**config.mk**
```make
export PLATFORM = sky130hd
export DESIGN_NAME = pc_gen
export DESIGN_NICKNAME = d
export VERILOG_FILES = /design/src/rtl/pc_gen.sv
export SDC_FILE = /design/constraint.sdc
export NUM_CORES = 1
export LEC_CHECK = 0
export ABC_AREA = 1
export BUFFER_PORTS_ARGS = -buffer_cell sky130_fd_sc_hd__buf_4
export CORE_ASPECT_RATIO = 0.7
export CORE_MARGIN = 2
export CORE_UTILIZATION = 34
export DETAILED_ROUTE_END_ITERATION = 8
export GPL_ROUTABILITY_DRIVEN = 1
export HOLD_SLACK_MARGIN = 0.08
export PLACE_DENSITY = 0.6
export SYNTH_ARGS = -nofsm -noshare
export SYNTH_HDL_FRONTEND = slang
export SYNTH_SLANG_ARGS = --single-unit
```
**constraint.sdc**
```tcl
create_clock -name clk -period 4.25 [get_ports clk]
set_clock_uncertainty 0.05 [all_clocks]
set_input_delay 0.85 -clock clk [delete_from_list [all_inputs] [get_ports clk]]
set_output_delay 0.85 -clock clk [all_outputs]
set_load 0.02 [all_outputs]
```
**src/rtl/pc_gen.sv**
```systemverilog
// Program-counter generator for the AlicePU fetch stage, with a circular
// return-address stack, a halted state left only by redirect, and stall.
module pc_gen #(
  parameter int          ADDR_W    = 32,
  parameter int          STEP      = 4,
  parameter logic [31:0] RESET_PC  = 32'h0000_3000,
  parameter int          RAS_DEPTH = 4,
  parameter int          OP_W      = 3
) (
  input  logic                           clk,
  input  logic                           rst_n,
  input  logic [OP_W-1:0]                pc_op,
  input  logic                           stall,
  input  logic [25:0]                    imm_J,
  input  logic [15:0]                    imm_I,
  input  logic [ADDR_W-1:0]              rs_jr,
  input  logic                           redirect,
  input  logic [ADDR_W-1:0]              redirect_pc,
  output logic [ADDR_W-1:0]              pc,
  output logic                           halted,
  output logic [$clog2(RAS_DEPTH+1)-1:0] ras_count,
  output logic                           ras_miss,
  output logic                           ras_ovf
);

  localparam int CNT_W = $clog2(RAS_DEPTH + 1);
  localparam int PTR_W = $clog2(RAS_DEPTH);

  localparam logic [OP_W-1:0] OP_IMM_JMP    = OP_W'(1);
  localparam logic [OP_W-1:0] OP_OFFSET_JMP = OP_W'(2);
  localparam logic [OP_W-1:0] OP_REG_JMP    = OP_W'(3);
  localparam logic [OP_W-1:0] OP_HALT       = OP_W'(4);
  localparam logic [OP_W-1:0] OP_CALL       = OP_W'(5);
  localparam logic [OP_W-1:0] OP_RET        = OP_W'(6);
  localparam logic [OP_W-1:0] OP_CALLR      = OP_W'(7);

  logic [ADDR_W-1:0] pc_reg, pc_next;
  logic              halted_reg, halted_next;
  logic [CNT_W-1:0]  cnt_reg, cnt_next;
  logic [PTR_W-1:0]  ptr_reg, ptr_next;
  logic              miss_reg, miss_next;
  logic              ovf_reg, ovf_next;
  logic [ADDR_W-1:0] ras_mem [RAS_DEPTH];

  logic [ADDR_W-1:0] step;
  logic [ADDR_W-1:0] ext;
  logic [ADDR_W-1:0] jt;
  logic [PTR_W-1:0]  ptr_inc;
  logic [PTR_W-1:0]  ptr_dec;
  logic              ras_full;
  logic              push_en;

  assign step     = pc_reg + ADDR_W'(STEP);
  assign ext      = {{(ADDR_W-18){imm_I[15]}}, imm_I, 2'b00};
  assign ptr_inc  = (ptr_reg == PTR_W'(RAS_DEPTH - 1)) ? '0 : ptr_reg + 1'b1;
  assign ptr_dec  = (ptr_reg == '0) ? PTR_W'(RAS_DEPTH - 1) : ptr_reg - 1'b1;
  assign ras_full = (cnt_reg == CNT_W'(RAS_DEPTH));

  // The region bits above the 28-bit jump field only exist for ADDR_W > 28.
  generate
    if (ADDR_W > 28) begin : g_jt_region
      assign jt = {pc_reg[ADDR_W-1:28], imm_J, 2'b00};
    end else begin : g_jt_flat
      assign jt = {imm_J, 2'b00};
    end
  endgenerate

  always_comb begin
    pc_next     = pc_reg;
    halted_next = halted_reg;
    cnt_next    = cnt_reg;
    ptr_next    = ptr_reg;
    miss_next   = miss_reg;
    ovf_next    = ovf_reg;
    push_en     = 1'b0;
    if (redirect) begin
      pc_next     = redirect_pc;
      halted_next = 1'b0;
      miss_next   = 1'b0;
      ovf_next    = 1'b0;
    end else if (halted_reg) begin
      // everything, including the pulse registers, holds
    end else if (stall) begin
      miss_next = 1'b0;
      ovf_next  = 1'b0;
    end else begin
      miss_next = 1'b0;
      ovf_next  = 1'b0;
      case (pc_op)
        OP_IMM_JMP:    pc_next = jt;
        OP_OFFSET_JMP: pc_next = step + ext;
        OP_REG_JMP:    pc_next = rs_jr;
        OP_HALT:       halted_next = 1'b1;
        OP_CALL, OP_CALLR: begin
          pc_next  = (pc_op == OP_CALL) ? jt : rs_jr;
          push_en  = 1'b1;
          ptr_next = ptr_inc;
          if (ras_full) ovf_next = 1'b1;
          else          cnt_next = cnt_reg + 1'b1;
        end
        OP_RET: begin
          if (cnt_reg != '0) begin
            pc_next  = ras_mem[ptr_dec];
            ptr_next = ptr_dec;
            cnt_next = cnt_reg - 1'b1;
          end else begin
            pc_next   = rs_jr;
            miss_next = 1'b1;
          end
        end
        default:       pc_next = step;
      endcase
    end
  end

  always_ff @(posedge clk or negedge rst_n) begin
    if (!rst_n) begin
      pc_reg     <= ADDR_W'(RESET_PC);
      halted_reg <= 1'b0;
      cnt_reg    <= '0;
      ptr_reg    <= '0;
      miss_reg   <= 1'b0;
      ovf_reg    <= 1'b0;
      for (int i = 0; i < RAS_DEPTH; i++) ras_mem[i] <= '0;
    end else begin
      pc_reg     <= pc_next;
      halted_reg <= halted_next;
      cnt_reg    <= cnt_next;
      ptr_reg    <= ptr_next;
      miss_reg   <= miss_next;
      ovf_reg    <= ovf_next;
      // A push at a full stack lands on the oldest slot, since ptr has wrapped onto it.
      if (push_en) ras_mem[ptr_reg] <= step;
    end
  end

  assign pc        = pc_reg;
  assign halted    = halted_reg;
  assign ras_count = cnt_reg;
  assign ras_miss  = miss_reg;
  assign ras_ovf   = ovf_reg;

endmodule

```
==> impl_metrics.csv <==
group,metric,value,unit
synth,ys_seq_elements,168,
floorplanning,coreArea,0.0334,sq mm
synth,synth.largest_area_cell,"dfrtp_1",
timing,worst_slack,0.364,ns
worst_setup_path,crit_buf_inv,3,
routing,drtAntennaViolNets,0,
timing,tns,0,ns
clock_network,cts_buffer_depth,2,
global_routing,grt.total_usage,0.261,
synth,synth_mux_area_frac,0.000873,
routing,vias,12193,
timing,slew_violations,0,
synth,synth-simple-area-share,0.336,
min_path,min_path_type,"primary input to asynchronous set/reset pin",
routing,drc_errors,0,
power,finalPower,7490,uW
synth,synth.distinct_cells,46,
outcome,outcome,"finished clean",
synth,ys.flop_type,"dfrtp_1",
layout,final_layout_size_suffix_gt1_frac,0.138,
floorplanning,ios,151,
timing,period_needed,3.89,ns
worst_setup_path,critPathTopFamily,"simple AND/OR/NAND/NOR gates",
synth,syn_nets,1890,
routing,drtIter0Drc,1091,
worst_setup_path,startpoint_type,"flop",
synth,yosys_warnings,0,
global_routing,grt_max_degree,74,
worst_setup_path,worst_setup_path_end_kind,"flop",
floorplanning,die_w,223,um
layout,layout.cells.non_filler,2314,
timing,worstMarginPinSlew,0.886,ns
global_routing,grt_overflow,0,
placement,pre_cts_slack,0.315,ns
layout,fin_nets,2017,
routing,drt-pass1-iter-count,8,
synth,synthesis.area,0.0115,sq mm
layout,final_cell_mix,"nand2_1 (645), o21ai_0 (178), buf_4 (177)",
worst_setup_path,r2r_cells,21,
worst_setup_path,path_depth,21,
timing,hold_violations,0,
clock_network,root_buffer,"clkbuf_16",
global_routing,grt_pass1_vias,11062,
synth,synth_adder_area_share,0.0428,
clock_network,ctsHoldBuffers,0,
placement,dpl.cell_count,2282,
clock_network,post_cts_buffers,0,
layout,diodes,0,
timing,post-route-period-util,0.914,
synth,syn_inst,1739,
synth,synth_area_leaders,"dfrtp_1 (36%), nand2_1 (21%), o21ai_0 (7.8%)",
timing,max_freq,0.257,GHz
clock_network,ctsHtreeMaxLevel,4,
worst_setup_path,cpPeakStageDelay,0.60,ns
floorplanning,die_y,158,um
synth,avgSynthCellArea,6.59,sq um
placement,gp_congestion,0.935,
routing,drt-vias-per-instance,5.27,
routing,routedWlPerCell,19.6,um
synth,synth_compound_area_frac,0.163,
floorplanning,start_util,0.344,
worst_setup_path,critPathMostFrequentCell,"nand2_1",
clock_network,clk_latency,0.44,ns
timing,relSlewSlack,0.408,
layout,final_common_cell,"nand2_1",
worst_setup_path,crit_slowest_cell,"dfstp_2",
floorplanning,dieArea,0.0352,sq mm
worst_setup_path,worstPathRequired,4.53,ns
synth,synth_top_family_by_area,"simple AND/OR/NAND/NOR gates",
synth,synth_edf_count,0,
clock_network,cts.reportedPaths.clkPinSlew,0.07,ns
floorplanning,num_rows,56,
global_routing,grt_pass1_wl,69000,um
worst_setup_path,r2r-end,"pc[28]$_DFFE_PN0P_",
synth,synth_xor_area_frac,0.00917,
placement,hpwl,33900,um
timing,setup_violations,0,
worst_setup_path,critPathArrivalTime,4.17,ns
synth,netlist.area_leader.share,0.362,
power,ir_worst_vdd,0.000270,V
worst_setup_path,crit_end,"pc[28]$_DFFE_PN0P_",
global_routing,antenna_found_initial,0,
worst_setup_path,path_class,"flop to flop",
clock_network,cts_tree,"yes",
flow_run,cap_violations,0,
clock_network,cts_sinks,168,
routing,drt-total-wl,45400,um
worst_setup_path,rrSetupSlack,0.36,ns
clock_network,numCtsBuffers,17,
placement,place.port_buffers,150,
worst_setup_path,r2r_start,"pc[13]$_DFFE_PN1P_",
power,p_leak,0.00690,uW
worst_setup_path,path_cells,"nand2_1 > nor2_1 > nand2_1 > nor2_4 > nand2_1 > xor2_1 > buf_4 > inv_1 > ha_1 > a21oi_1 > o21ai_0 > inv_1 > nand2_1 > a21oi_1 > nand3_1 > nand3_1 > nand2_1 > nand2_1 > nand2_1 > nand2_1 > nand2_1",
power,power_density,547,mW/mm^2
synth,async_reset_ff_frac,1.00,
layout,syn2layout_area_growth,19.4,%
timing,grt_setup_unrepaired,"no",
worst_setup_path,startpoint,"pc[13]$_DFFE_PN1P_",
layout,nFillCells,3543,
worst_setup_path,worst-path-max-fanout,6,
layout,largest_register_ffs,128,
synth,seq_area_frac_synth,0.367,
==> metal layers <==
layer | track usage | vias up | wire, um
met5 | 0 | - | 0
met4 | 0.0594 | 0 | 710
met3 | 0.0538 | 39 | 3890
met2 | 0.364 | 506 | 18200
met1 | 0.407 | 5768 | 22700
li1 | - | 5880 | -
==> logic make-up (layout without fill, tap and decap cells) <==
group           Yosys count  count (layout)
compound gates          333             333
xor+xnor                 12              12
fa+ha+maj                38              38
buf+inv                 238             378
flops                   168             168
mux                       1               1
simple gates            949             949
==> synth_stat cells, types with 4 or more instances <==
master,n
nand3_1,88
nor3_1,17
xnor2_1,4
nor2_1,144
nand2_1,650
nor4_1,5
and2_1,4
nand4_1,11
inv_1,154
dfrtp_1,166
or2_2,10
o21ai_0,178
o211ai_1,11
nor2_2,4
ha_1,36
a31oi_1,16
o21bai_1,9
a221oi_1,10
a21oi_1,66
inv_2,12
xor2_1,8
o21ai_1,10
o22ai_1,6
clkbuf_1,51
nand3b_1,7
a211oi_1,6
buf_4,6
nor2_4,4
buf_2,12
a21o_1,5
==> where the power goes <==
group | total, uW | switching, uW | internal (uW)
Combinational | 3350 | 2240 | 1120
Sequential | 2570 | 381 | 2180
Clock | 1570 | 731 | 837
==> stage by stage <==
| step | utilization | hold slack [ns] | area (sq um) |
|---|---|---|---|
| global placement | 0.393 | 0.410 | 13100 |
| global route | 0.410 | 0.429 | 13700 |
| floorplan | - | 0.394 | 11500 |
| CTS | 0.410 | 0.422 | 13700 |
| finish | 0.410 | 0.383 | 13700 |
| detailed placement | 0.393 | 0.415 | 13100 |
==> cell type report <==
class | instances | area, sq um | area share
Clock buffer | 18 | 439 | 0.0321
Clock inverter | 14 | 136 | 0.00997
Inverter | 166 | 623 | 0.0455
Multi-Input combinational cell | 1333 | 6350 | 0.464
Sequential cell | 168 | 4210 | 0.307
Tap cell | 435 | 544 | 0.0398
Timing Repair Buffer | 180 | 1380 | 0.101
==> how the worst min path moves through the flow <==
stage	startpoint	endpoint
after global placement	ras_mem[9]$_DFFE_PN0P_	ras_mem[9]$_DFFE_PN0P_
final	rst_n	ptr_reg[1]$_DFFE_PN0P_
after global routing	rst_n	ras_mem[1]$_DFFE_PN0P_
after floorplan	ras_mem[9]$_DFFE_PN0P_	ras_mem[9]$_DFFE_PN0P_
after detailed placement	ras_mem[9]$_DFFE_PN0P_	ras_mem[9]$_DFFE_PN0P_
after CTS	rst_n	pc[0]$_DFFE_PN0P_
==> what timing repair did <==
item,CTS,global route
hold endpoints to repair,0,0
setup endpoints to repair,0,7
gates resized for setup,0,4
(Power assumes the default switching activity.)
